<file path="config.mk">
export PLATFORM = sky130hd
export DESIGN_NAME = puf_response_collector
export DESIGN_NICKNAME = d
export VERILOG_FILES = /design/src/rtl/puf_response_collector.sv
export SDC_FILE = /design/constraint.sdc
export NUM_CORES = 1
export LEC_CHECK = 0
export ABC_CLOCK_PERIOD_IN_PS = 6300
export CAP_MARGIN = 10
export CORE_MARGIN = 2
export CORE_UTILIZATION = 45
export CTS_CLUSTER_SIZE = 40
export DETAILED_ROUTE_END_ITERATION = 10
export HOLD_SLACK_MARGIN = 0.02
export PLACE_DENSITY = 0.71
export SYNTH_ARGS = -nofsm -noshare
export SYNTH_HDL_FRONTEND = slang
export SYNTH_SLANG_ARGS = --single-unit
</file>
<file path="constraint.sdc">
create_clock -name clock -period 6.3 [get_ports clock]
set_input_delay 1.26 -clock clock [delete_from_list [all_inputs] [get_ports clock]]
set_output_delay 1.26 -clock clock [all_outputs]
set_load 0.03 [all_outputs]
</file>
<file path="src/rtl/puf_response_collector.sv">
// Sequencer for the 64-RO arbiter PUF core: clears, arms and races the core
// once per challenge bit, then assembles the NUM_BITS response word.
module puf_response_collector #(
  parameter int unsigned NUM_BITS       = 64,
  parameter int unsigned STRIDE         = 33,
  parameter int unsigned CLEAR_CYCLES   = 4,
  parameter int unsigned TIMEOUT_CYCLES = 2**24
) (
  input  logic                clock,
  input  logic                reset,
  input  logic                start,
  input  logic [9:0]          seed_challenge,
  input  logic                cnt1_finish,
  input  logic                cnt2_finish,
  input  logic                cnt1_led,
  output logic [9:0]          challenge,
  output logic [63:0]         ro_enable,
  output logic                puf_clear,
  output logic [NUM_BITS-1:0] response,
  output logic                response_valid,
  output logic                busy,
  output logic                timeout_err
);

  localparam int unsigned KW = (NUM_BITS > 1) ? $clog2(NUM_BITS) : 1;
  localparam int unsigned CW = (CLEAR_CYCLES > 1) ? $clog2(CLEAR_CYCLES) : 1;
  localparam int unsigned TW = (TIMEOUT_CYCLES > 1) ? $clog2(TIMEOUT_CYCLES) : 1;

  typedef enum logic [2:0] {
    S_IDLE,
    S_CLEAR,
    S_ARM,
    S_WAIT,
    S_NEXT,
    S_DONE
  } state_t;

  state_t        state;
  logic [KW-1:0] k;
  logic [CW-1:0] clr_cnt;
  logic [TW-1:0] tmo_cnt;

  // Two-flop synchronisers, packed as {led, finish2, finish1}
  logic [2:0] sync_meta;
  logic [2:0] sync_q;
  logic       f1s;
  logic       f2s;
  logic       l1s;

  logic [63:0] arm_mask;
  logic        race_done;
  logic        race_bit;
  logic        tmo_hit;

  always_ff @(posedge clock) begin
    if (reset) begin
      sync_meta <= 3'b000;
      sync_q    <= 3'b000;
    end else begin
      sync_meta <= {cnt1_led, cnt2_finish, cnt1_finish};
      sync_q    <= sync_meta;
    end
  end

  assign f1s = sync_q[0];
  assign f2s = sync_q[1];
  assign l1s = sync_q[2];

  // Counter gate plus one RO from each mux bank; coinciding indices just overlap
  always_comb begin
    arm_mask = 64'd1;
    arm_mask[{1'b0, challenge[4:0]}] = 1'b1;
    arm_mask[{1'b1, challenge[9:5]}] = 1'b1;
  end

  // A simultaneous finish is resolved by the counter-compare LED
  always_comb begin
    race_done = f1s | f2s;
    race_bit  = (f1s & f2s) ? l1s : f1s;
    tmo_hit   = (tmo_cnt == TW'(TIMEOUT_CYCLES - 1));
  end

  always_ff @(posedge clock) begin
    if (reset) begin
      state          <= S_IDLE;
      k              <= '0;
      clr_cnt        <= '0;
      tmo_cnt        <= '0;
      challenge      <= 10'd0;
      ro_enable      <= 64'd0;
      puf_clear      <= 1'b1;
      response       <= '0;
      response_valid <= 1'b0;
      busy           <= 1'b0;
      timeout_err    <= 1'b0;
    end else begin
      response_valid <= 1'b0;
      unique case (state)
        S_IDLE: begin
          puf_clear <= 1'b1;
          ro_enable <= 64'd0;
          if (start) begin
            challenge   <= seed_challenge;
            k           <= '0;
            clr_cnt     <= '0;
            response    <= '0;
            timeout_err <= 1'b0;
            busy        <= 1'b1;
            state       <= S_CLEAR;
          end
        end
        S_CLEAR: begin
          puf_clear <= 1'b1;
          ro_enable <= 64'd0;
          if (clr_cnt == CW'(CLEAR_CYCLES - 1)) begin
            state <= S_ARM;
          end else begin
            clr_cnt <= clr_cnt + CW'(1);
          end
        end
        S_ARM: begin
          puf_clear <= 1'b0;
          ro_enable <= arm_mask;
          tmo_cnt   <= '0;
          state     <= S_WAIT;
        end
        S_WAIT: begin
          if (race_done) begin
            response[k] <= race_bit;
            ro_enable   <= 64'd0;
            state       <= S_NEXT;
          end else if (tmo_hit) begin
            response[k] <= 1'b0;
            timeout_err <= 1'b1;
            ro_enable   <= 64'd0;
            state       <= S_NEXT;
          end else begin
            tmo_cnt <= tmo_cnt + TW'(1);
          end
        end
        S_NEXT: begin
          puf_clear <= 1'b1;
          if (k == KW'(NUM_BITS - 1)) begin
            response_valid <= 1'b1;
            state          <= S_DONE;
          end else begin
            k         <= k + KW'(1);
            challenge <= challenge + 10'(STRIDE);
            clr_cnt   <= '0;
            state     <= S_CLEAR;
          end
        end
        S_DONE: begin
          puf_clear <= 1'b1;
          busy      <= 1'b0;
          state     <= S_IDLE;
        end
        default: begin
          state <= S_IDLE;
        end
      endcase
    end
  end

endmodule

</file>
==> impl_results.md <==
* Clock share of power at 44.1%
* Hold Path Class: reg -> reg
* Fin. max-slew vios at 0
* H-tree levels at 4
* DIE HEIGHT at 136 µm
* Yosys reg bits at about 180
* DRT iter0 DRCs at ~400
* Clock Skew at 9.10 ps
* Min-Delay Endpoint: sync_q[0]
* Number of CTS-inserted buffers at 17
* Worst R2R Setup Slack at 3090 ps
* Port-buffer cells at 157
* Static leakage at 3.21 nW
* Routed WL at 21500 µm
* First-pass GRT wire length at 34600 µm
* Worst-path cell chain: and3b_1 > nand3_1 > nor2_1 > nand2_1 > a311oi_1
* Sequential share of the synthesized area at 46.8%
* Largest net degree at the start of global routing at between 60 and 70
* Internal power at 0.00173 W
* Site Rows at 48
* Reg power frac at 51.0%
* DRC errors left at 0
* Post-CTS Setup Bufs at 0
* Peak supply drop at roughly 200 µV
* FMAX at 0.312 GHz
* Avg Vias per Cell at 5.89
* Die Width at 136 µm
* Power Dens Cells at 232 nW/µm²
* # setup viols final at 0
* Post-synth top area share at 46.8%
* Commonest non-fill, non-tap cell in the layout: dfxtp_1
* Hold Path Depth at 1
* Post-Syn Instances at 884
* Critical Path RT at 6630 ps
* Post-Place Setup Slack at 2720 ps
* CTS Sinks at 183
* R2R cell count at 5
* Ys async rst share at 0%
* Initial antenna violation count at 0
* First drt pass iteration count at 5
* Worst Tran Pin Value at 1190 ps
* Post-Route Utilization at 58.2%
* RD Place Congestion at 0.824
* Vias in the first global route at 6572
* CP arrival at 3540 ps
* Predominant post-synthesis flop cell: dfxtp_1
* Hold Buf Count CTS at 0
* Logic pwr share at 4.8%
* Synth top area cells: dfxtp_1 47%, o2bb2ai_1 5.0%, nand2_1 4.7%
* CP top delay family: simple AND/OR/NAND/NOR gates
* Area Overhead vs Synth at 27.6%
* Largest area contributor in the netlist: dfxtp_1
* Total GRT Usage at 23.2%
* Net Switching at between 0.0005 and 0.0006 W
* Routed via count at 7247
* CTS tree: done
* Post-DR wirelength/cell at 17.5 µm
* Final antenna-violating net count at 0
* Resized cells post-CTS at 0
* Most frequent cells in the layout: 183 x dfxtp_1, 156 x clkdlybuf4s50_1, 99 x nand2_1
* Fraction of layout cells with a size suffix above 1 at under 10%
* Core area at 17200 µm²
* Die ar. at approximately 18000 µm²
* Switching part of the total at about a quarter
* Starting Density at 45.6%
* Hpwl dp at 14500 µm
* CP peak stage delay at between 800 and 900 ps
* Worst-Skew Late Latency at about 430 ps
* Hold_sp: sync_meta[0]
* Ant. Diodes at 0
* Worst-path clk slew at 70 ps
* Final net count at 1015
* Maximum fanout along the worst path at 24
* CP Class: reg -> reg
* Worst Path Buf+Inv at 0
* Syn Nets at 907
* Unrepaired setup endpoints after global routing: no
* CP Capture Type: register
* Post-Syn Area at 7830 µm²
* Total gr overflow at 0
* Origin of the critical flop-to-flop path: state[1]
* Period minus WS final at 3210 ps
* Final hold vios at 0
* Type of origin of the critical path: register
* Final worst path period share at about half
* YS warnings at 0
* Reg2Reg Capture Point: response[20]
* Netlist cell types at 68
* TNS Setup at 0 ps
* Number of synthesized flops with an enable pin at 0
* Syn_area_per_cell at 8.86 µm²
* Run status: complete, no violations
* Crit path max-delay cell type: nor2_1
* Clk buf depth at 2
* I/O pins at around 160
* Final setup margin at 3090 ps
* Relative slew slack at 20.9%
* Root Driver: clkbuf_16
* Max-cap violations at 0
how the worst max path moves through the flow:
stage	start	to	slack (ps)	cells past startpoint
2_1_floorplan	reset	response[57]	3930	6
6_report	state[1]	response[20]	3090	5
4_1_cts	start	challenge[0]	3140	5
5_1_grt	state[1]	response[16]	2790	5
3_3_place_gp	start	challenge[0]	2780	5
3_5_place_dp	start	challenge[0]	2720	5
sequential cells by signal, summed over array words and instances, names as in the netlist:
signal,flops
tmo_cnt,24
busy,1
response,64
puf_clear,1
k,6
challenge,10
clr_cnt,2
ro_enable,64
state,3
response_valid,1
timeout_err,1
sync_q,3
sync_meta,3
layout make-up:
cell class	count	area, µm²
fill	1499	7180
multi-input combinational	620	3850
sequential	183	3660
timing repair buffer	161	1600
clock buffer	17	425
tap	225	282
clock inverter	15	139
inverter	9	33.8
logic make-up (layout without fill, tap and decap cells):
| family | after synthesis | in the layout | share of synthesized area, % |
|---|---|---|---|
| and+or+nand+nor | 321 | 321 | 21.0 |
| AOI/OAI and AO/OA | 285 | 285 | 26.1 |
| DFF | 183 | 183 | 46.8 |
| buffers and inverters | 81 | 202 | 4.20 |
| adders and majority gates | 7 | 7 | 1.12 |
| xor gates and xnor gates | 6 | 6 | 0.671 |
| muxes | 1 | 1 | 0.144 |
worst reg2reg max path: stages (launching register included):
cell and delay (ps):
dfxtp_1 670, and3b_1 740, nand3_1 370, nor2_1 870
nand2_1 120, a311oi_1 330
through the flow:
step | total power, W | std cells | hold slack (ps) | area [µm²]
5_1_grt | 0.00239 | 1230 | 463 | 9990
4_1_cts | 0.00233 | 1230 | 445 | 9990
3_5_place_dp | 0.00132 | 1198 | 427 | 9430
2_1_floorplan | 0.00128 | 884 | 414 | 7830
3_3_place_gp | 0.00132 | 1198 | 424 | 9430
6_report | 0.00232 | 1230 | 443 | 9990
synthesized netlist by cell type, drive strengths merged (9+ instances only):
master and count:
a311oi 20, buf 22, o22ai 26, nand2 99, dfxtp 183, a211oi 10, a22o 17, nand2b 9
nor2 51, a21oi 50, nor2b 14, nand3 37, inv 9, and3 9, clkbuf 50, o311ai 23
nor3 25, o21ai 54, nor4 25, o2bb2ai 45, or3 9
power groups by stage:
stage                     clock, W  sequential (W)  combinational (W)
after floorplan                  0         0.00121          0.0000678
after global placement           0         0.00121           0.000111
after detailed placement         0         0.00121           0.000111
after CTS                  0.00104         0.00118           0.000112
after global routing       0.00109         0.00118           0.000122
final                      0.00102         0.00118           0.000112
metal layers:
layer,global-route usage [%],vias up,share of wire [%]
li1,-,3545,-
met1,33.3,3479,47
met2,35.6,205,46
met3,5.03,18,5.6
met4,5.56,0,1.3
met5,0,-,0
Note: power is estimated with default switching activity, not from simulation.
